File: src/rtl/lc3_mem_pkg.sv
// Shared types and constants for the LC-3 MAR/MDR memory access controller.
package lc3_mem_pkg;

  localparam int unsigned LC3_MEM_ADDR_W = 7;
  localparam int unsigned LC3_DATA_W     = 16;
  localparam int unsigned LC3_CPU_ADDR_W = 16;

  typedef enum logic [2:0] {
    IDLE,
    WRITE,
    READ,
    CAPT,
    DONE
  } state_t;

  typedef enum logic {
    OP_RD = 1'b0,
    OP_WR = 1'b1
  } op_t;

endpackage : lc3_mem_pkg

File: src/rtl/lc3_mem_watchdog.sv
// Ready-wait counter for lc3_mem_ctrl; only instantiated when MEM_TIMEOUT_EN is defined.
// expire is asserted in the wait cycle whose edge would complete TIMEOUT not-ready cycles.
module lc3_mem_watchdog #(
  parameter int unsigned TIMEOUT = 15
) (
  input  logic clk,
  input  logic rst_n,
  input  logic clr,
  input  logic tick,
  output logic expire
);

  localparam int unsigned CNT_W = (TIMEOUT > 1) ? $clog2(TIMEOUT) : 1;

  logic [CNT_W-1:0] cnt;

  assign expire = tick && (cnt == CNT_W'(TIMEOUT - 1));

  // Count not-ready cycles while a strobe is outstanding; held clear otherwise.
  always_ff @(posedge clk) begin
    if (!rst_n || clr) begin
      cnt <= '0;
    end else if (tick) begin
      cnt <= cnt + CNT_W'(1);
    end
  end

endmodule : lc3_mem_watchdog

File: src/rtl/lc3_mem_ctrl.sv
// LC-3 MAR/MDR memory access controller: one read or write at a time,
// strobes driven from registered state, one-cycle done pulse per access.
// Optional feature macro: MEM_TIMEOUT_EN (abort a ready-wait after TIMEOUT cycles).
module lc3_mem_ctrl
  import lc3_mem_pkg::*;
#(
  parameter int unsigned ADDR_W     = LC3_MEM_ADDR_W,
  parameter int unsigned DATA_W     = LC3_DATA_W,
  parameter int unsigned CPU_ADDR_W = LC3_CPU_ADDR_W,
  parameter int unsigned TIMEOUT    = 15
) (
  input  logic                  clk,
  input  logic                  rst_n,
  input  logic                  req,
  input  logic                  req_we,
  input  logic [CPU_ADDR_W-1:0] addr,
  input  logic [DATA_W-1:0]     wdata,
  output logic                  busy,
  output logic                  done,
  output logic                  err,
  output logic [DATA_W-1:0]     rdata,
  output logic                  mem_we,
  output logic                  mem_re,
  output logic [ADDR_W-1:0]     mem_waddr,
  output logic [ADDR_W-1:0]     mem_raddr,
  output logic [DATA_W-1:0]     mem_d,
  input  logic [DATA_W-1:0]     mem_dout,
  input  logic                  mem_ready
);

  // A zero TIMEOUT would abort before the memory could ever answer.
  if (TIMEOUT == 0) begin : g_bad_timeout
    $error("lc3_mem_ctrl: TIMEOUT must be at least 1");
  end

  state_t            state;
  op_t               op_q;
  logic [ADDR_W-1:0] mar;
  logic [DATA_W-1:0] mdr;
  logic              out_of_range;
  logic              expire;

  assign out_of_range = |addr[CPU_ADDR_W-1:ADDR_W];

  // MAR/MDR are registers, so the memory bus is glitch-free and stable while strobed.
  assign mem_waddr = mar;
  assign mem_raddr = mar;
  assign mem_d     = mdr;

`ifdef MEM_TIMEOUT_EN
  logic wd_clr;
  logic wd_tick;

  assign wd_clr  = !((state == WRITE) || (state == READ));
  assign wd_tick = ((state == WRITE) || (state == READ)) && !mem_ready;

  lc3_mem_watchdog #(
    .TIMEOUT (TIMEOUT)
  ) u_watchdog (
    .clk    (clk),
    .rst_n  (rst_n),
    .clr    (wd_clr),
    .tick   (wd_tick),
    .expire (expire)
  );
`else
  assign expire = 1'b0;
`endif

  // Access FSM; every output is loaded on the transition into the state that owns it.
  always_ff @(posedge clk) begin
    if (!rst_n) begin
      state  <= IDLE;
      op_q   <= OP_RD;
      mar    <= '0;
      mdr    <= '0;
      rdata  <= '0;
      busy   <= 1'b0;
      done   <= 1'b0;
      err    <= 1'b0;
      mem_we <= 1'b0;
      mem_re <= 1'b0;
    end else begin
      done <= 1'b0;
      unique case (state)
        IDLE: begin
          if (req) begin
            mar  <= addr[ADDR_W-1:0];
            mdr  <= wdata;
            op_q <= req_we ? OP_WR : OP_RD;
            busy <= 1'b1;
            if (out_of_range) begin
              state <= DONE;
              done  <= 1'b1;
              err   <= 1'b1;
            end else if (req_we) begin
              state  <= WRITE;
              mem_we <= 1'b1;
            end else begin
              state  <= READ;
              mem_re <= 1'b1;
            end
          end
        end
        WRITE: begin
          if (mem_ready) begin
            mem_we <= 1'b0;
            state  <= DONE;
            done   <= 1'b1;
          end else if (expire) begin
            mem_we <= 1'b0;
            state  <= DONE;
            done   <= 1'b1;
            err    <= 1'b1;
          end
        end
        READ: begin
          if (mem_ready) begin
            mem_re <= 1'b0;
            state  <= CAPT;
          end else if (expire) begin
            mem_re <= 1'b0;
            state  <= DONE;
            done   <= 1'b1;
            err    <= 1'b1;
          end
        end
        CAPT: begin
          mdr <= mem_dout;
          if (op_q == OP_RD) begin
            rdata <= mem_dout;
          end
          state <= DONE;
          done  <= 1'b1;
        end
        DONE: begin
          state <= IDLE;
          busy  <= 1'b0;
          err   <= 1'b0;
        end
        default: begin
          state  <= IDLE;
          busy   <= 1'b0;
          err    <= 1'b0;
          mem_we <= 1'b0;
          mem_re <= 1'b0;
        end
      endcase
    end
  end

endmodule : lc3_mem_ctrl

File: config.mk
export PLATFORM = sky130hd
export DESIGN_NAME = lc3_mem_ctrl
export DESIGN_NICKNAME = d
export VERILOG_FILES = /design/src/rtl/lc3_mem_pkg.sv /design/src/rtl/lc3_mem_watchdog.sv /design/src/rtl/lc3_mem_ctrl.sv
export SDC_FILE = /design/constraint.sdc
export NUM_CORES = 1
export LEC_CHECK = 0
export ABC_AREA = 0
export BUFFER_PORTS_ARGS = -buffer_cell sky130_fd_sc_hd__buf_2
export CAP_MARGIN = 15
export CORE_MARGIN = 4
export CORE_UTILIZATION = 35
export CTS_CLUSTER_DIAMETER = 200
export DETAILED_ROUTE_END_ITERATION = 8
export PLACE_DENSITY = 0.74
export SLEW_MARGIN = 40
export SYNTH_ARGS = -nofsm -noshare
export SYNTH_HDL_FRONTEND = slang
export SYNTH_SLANG_ARGS = --single-unit
File: constraint.sdc
create_clock -name clk -period 2 [get_ports clk]
set_input_delay 0.4 -clock clk [delete_from_list [all_inputs] [get_ports clk]]
set_output_delay 0.4 -clock clk [all_outputs]
set_load 0.005 [all_outputs]
* After elaboration in Yosys (flattened, before gate mapping) *
Cells that the tools add are included.

storage, ports and cells
  bits in registers = 48
  output and inout port bits = 51

operators by class
  bitwise logic cells = 4
  mux-type cells = 27
  reduce and logical (&&, ||, !) cells = 14
  equal/unequal tests = 11

operators with widths
  kind                                                                    count
  16-bit case mux with 2 select lines                                     1
  16-bit 2-to-1 mux                                                       1
  1-bit 2-to-1 mux                                                        14
  2-bit inequality test (second input constant)                           7
  3-bit 2-to-1 mux                                                        4
  3-bit case mux with 4 select lines                                      1
  5-bit AND reduction                                                     2
  1-bit case mux with 3 select lines                                      3
  3-bit OR reduction                                                      3
  9-bit OR reduction                                                      1
  2-bit AND reduction                                                     4
  3-bit by 2-bit equality test with 1-bit output (second input constant)  2
  3-bit AND reduction                                                     2
  1-bit inverter                                                          4
  1-bit case mux with 2 select lines                                      2
  3-bit by 1-bit equality test with 1-bit output (second input constant)  1
  3-bit equality test (second input constant)                             1
  3-bit zero test                                                         1
  2-bit 2-to-1 mux                                                        1
  2-bit nonzero test                                                      1

* Depth between registers and ports, before layout *
  depth after elaboration = 4
  mapped depth = 7
  mapped depth without buffers = 4

* Worst setup path before layout *
Ideal clock, no wire load.

  path kind = in2reg
  start = input port addr[9]
  end = register state[0]
  path slack = 0.335 ns
  stages on the path = 4
  library setup time = 0.086 ns
  arrival time = 1.578 ns
  required time = 1.914 ns
  buffers on the path = 0
  path through = nor4_1 nand3_1 or4b_1 a221oi_2

on the way
  word-level cells in the longest chain between the ends = 4

ends and longest elaborated chain
  item                                RTL line             source
  from (decl)                         lc3_mem_ctrl.sv:16   input logic [CPU_ADDR_W-1:0] addr,
  9-bit OR reduction                  lc3_mem_ctrl.sv:43   assign out_of_range = |addr[CPU_ADDR_W-1:ADDR_W];
  3-bit 2-to-1 mux                    lc3_mem_ctrl.sv:92   if (out_of_range) begin
  3-bit 2-to-1 mux                    lc3_mem_ctrl.sv:87   if (req) begin
  3-bit case mux with 4 select lines  lc3_mem_ctrl.sv:85   unique case (state)
  to (signal assigned)                lc3_mem_ctrl.sv:93   state <= DONE;
  to (signal assigned)                lc3_mem_ctrl.sv:97   state <= WRITE;
  to (signal assigned)                lc3_mem_ctrl.sv:100  state <= READ;
  to (decl)                           lc3_mem_ctrl.sv:36   state_t state;

No other way between the ends. The select of a mux whose other input is x is not followed.
A chain may end at the register's enable or synchronous reset.

* Worst setup path in the final report *
  start = register state[1]
  end = register state[0]

on the way
  word-level cells in the longest chain between the ends = 3
  elaborated cells between the ends (all ways) = 9
  classes of those cells = eq/ne: 6; mux: 1; reduce/logical: 2

ends and longest elaborated chain
  item                                                                          RTL line            source
  from (signal assigned)                                                        lc3_mem_ctrl.sv:73  state <= IDLE;
  from (signal assigned)                                                        lc3_mem_ctrl.sv:93
  from (signal assigned)                                                        lc3_mem_ctrl.sv:97
  3-bit by 2-bit equality test with 1-bit output, or another cell as far along  lc3_mem_ctrl.sv:85
  2-bit inequality test (no line)                                               --
  3-bit AND reduction (no line)                                                 --

Parallel ways exist; a longest one is shown, timed or not.

==> results.md <==
- M2 GR Usage: 27.12%
- Register area share after synthesis: 45.85%
- Die area: 7290 um2
- Tot Pwr: 1.833 mW
- Setup violations, final: 0
- Syn_nets: 308
- Leak pwr: 1.221 nW
- Setup Skew: 0.009699 ns
- Largest net degree at the start of global routing: 27
- Initial antenna violation count: 0
- Max_slew headroom: 76.64%
- Cells after Synth: 255
- H-tree lvl count: 2
- Nets: 404
- R2R depth: 3
- Gr busiest metal: met2
- Filler instances: 556
- Routability cong.: 0.8367
- Commonest non-fill, non-tap cell in the layout: buf_2
- Count of cell types in the netlist: 32
- Wire per inst: 13.57 um
- Reg area: 960.9 um2
- Post-DR vias/cell: 4.889
- Die Y: 85.38 um
- CTS clk-pin slew, worst paths: 0.09 ns
- Setup ws final: 0.2924 ns
- Global Route met3 Usage: 4.272%
- Post-synth EDFFs: 0
- Crit Path Max Fanout: 11
- GRT overflow: 0
- Synth area leaders: dfxtp_1, nand2_1, a311oi_2, a21oi_1, nor2_1
- DRC viols: 0
- I/O Buffers: 103
- Util after Layout: 48.37%
- Tcrit/Tclk final: 85.38%
- Seq cells post-synth: 48
- Critical path launch point: state[1]$_SDFFE_PN0P_
- Layout cells sized above 1: 38.92%
- Crit path required time: 2.22 ns
- Crit path kind: reg -> reg
- Buffer type at the clock tree root: clkbuf_8
- Max clock buf depth: 2
- YS warnings: 0
- Core area: 5642 um2
- Starting Density: 37.15%
- Post CTS Setup Buffer Count: 0
- Netlist Area Pre-Place: 2096 um2
- Leading area contributor after synthesis: dfxtp_1
- Max frequency: 585.6 MHz
- Min Tclk post-route: 1.708 ns
- Clock share of power: 32.0%
- I/O pin cnt: 104
- Clk_lat worst skew: 0.30 ns
- Reg2reg end: state[0]$_SDFFE_PN0P_
- Total GRT Usage: 15.15%
- Total CTS buffers: 5
- Status: complete, no violations
- Reg-to-reg startpoint: state[1]$_SDFFE_PN0P_
- Seq pwr share: 55.1%
- Top-area cell type share of the netlist area: 45.85%
- Psw: 0.4490 mW
- DRT iter0 DRCs: 40
- Setup TNS Final: 0 ns
- Cell Pwr Density: 671.8 nW/um2
- Routed via count: 2073
- Int Power: 1.384 mW
- First-pass GRT wire length: 9025 um
- RSZ-0062 raised after global routing: false
- CTS tree: done
- Hold_buf cts: 0
- Layout area overhead: 30.21%
- Vias in the first global route: 1988
- Max IR drop VDD: 0.0003357 V
- Number of max-cap violations: 0
- Worst slack at placement: 0.09216 ns
- Worst hold path depth: 3
- Fraction of met1 tracks used by global routing: 17.73%
- R2r setup slk: 0.29 ns
- Detail Placement HPWL: 4257 um
- Post-cts sizing count: 0
- Mean Syn Cell Area: 8.219 um2
- Antenna-violating nets left: 0
- Combinational share of power: 13.0%
- Worst Setup EP: state[0]$_SDFFE_PN0P_
- Min-delay worst type: in -> reg
- Fin. max-slew vios: 0
- Most frequent cells in the layout: buf_2, nand2_1, dfxtp_1
- Sinks on Clock Net: 48
- Die Wd: 85.38 um
- Switching Fraction: 24.49%
- Final wirelength: 5755 um
- Row count: 27
- Ys async rst share: 0%
- Crit. End Element: register
- Antenna Cells: 0
- Measured slew at the worst slew-check pin: 0.3499 ns
- Area occupied by multi-input gates: 983.4 um2
- CP startpoint kind: register
- Worst Path Arrival: 1.92 ns
- Final hold vios: 0
- Top_reg_cell synth: dfxtp_1
- DRT Pass-1 Iters: 4
-- power by group through the flow --
stage / logic [mW] / registers (mW) / clock network [mW]
2_1_floorplan: 0.120 / 1.04 / 0
3_3_place_gp: 0.237 / 1.03 / 0
3_5_place_dp: 0.240 / 1.03 / 0
4_1_cts: 0.241 / 1.01 / 0.611
5_1_grt: 0.265 / 1.01 / 0.648
6_report: 0.238 / 1.01 / 0.586
-- critical path: stages (launching register included) --
cell      delay [ns]
dfxtp_1         0.42
or2_1           0.36
or4b_1          0.55
a221oi_2        0.29
-- how the worst min path moves through the flow --
stage	start	to	slack [ns]
final	addr[6]	mem_raddr[6]$_SDFFE_PN0P_	0.34
after global routing	mem_dout[4]	rdata[4]$_SDFFE_PN0P_	0.34
after CTS	mem_dout[5]	rdata[5]$_SDFFE_PN0P_	0.33
after detailed placement	rdata[15]$_SDFFE_PN0P_	rdata[15]$_SDFFE_PN0P_	0.45
after global placement	rdata[9]$_SDFFE_PN0P_	rdata[9]$_SDFFE_PN0P_	0.44
after floorplan	op_q$_SDFFE_PN0P_	op_q$_SDFFE_PN0P_	0.45
-- layout make-up --
type / instances / share of cell area [%]
clock inverters: 2 / 0.3668
well taps: 72 / 3.301
multi-input cells: 180 / 36.04
clock buffers: 6 / 3.026
inverters: 3 / 0.4127
repair buffers: 113 / 21.64
flip-flops and latches: 48 / 35.21
-- per-stage QoR --
stage	cell area, um2	hold WS, ns	instances
floorplan	2096	0.4450	255
global placement	2636	0.4423	416
detailed placement	2636	0.4482	416
CTS	2729	0.3287	424
global route	2729	0.3393	424
finish	2729	0.3399	424
-- cells in the mapped netlist, types with 2 or more instances --
master,n
nor2_1,25
nor3b_1,3
dfxtp_1,48
a211oi_1,2
nand3b_1,2
buf_4,7
o21ai_0,2
buf_6,3
nand2_1,82
clkbuf_1,12
a311oi_2,12
nand2b_1,3
inv_1,3
a311oi_1,4
nor3_1,2
a21oi_1,29
-- per-layer routing --
layer	vias up	share of wire [%]
met5	-	0
met4	0	0.92
li1	1053	-
met1	952	43
met2	63	49
met3	5	6.9
-- cell families after synthesis --
| kind of cell | share of synthesized area [%] |
|---|---|
| AO/OA/AOI/OAI | 21.19 |
| buffers and inverters | 7.223 |
| flip-flops | 45.85 |
| AND/OR/NAND/NOR | 25.73 |
-- registers in the layout, summed over array words and instances (netlist names) --
register and count:
err 1, mem_we 1, mem_re 1, rdata 16, busy 1, state 3, op_q 1, done 1
mem_raddr 7, mem_d 16
No activity file was read; power rests on OpenSTA's default activity.
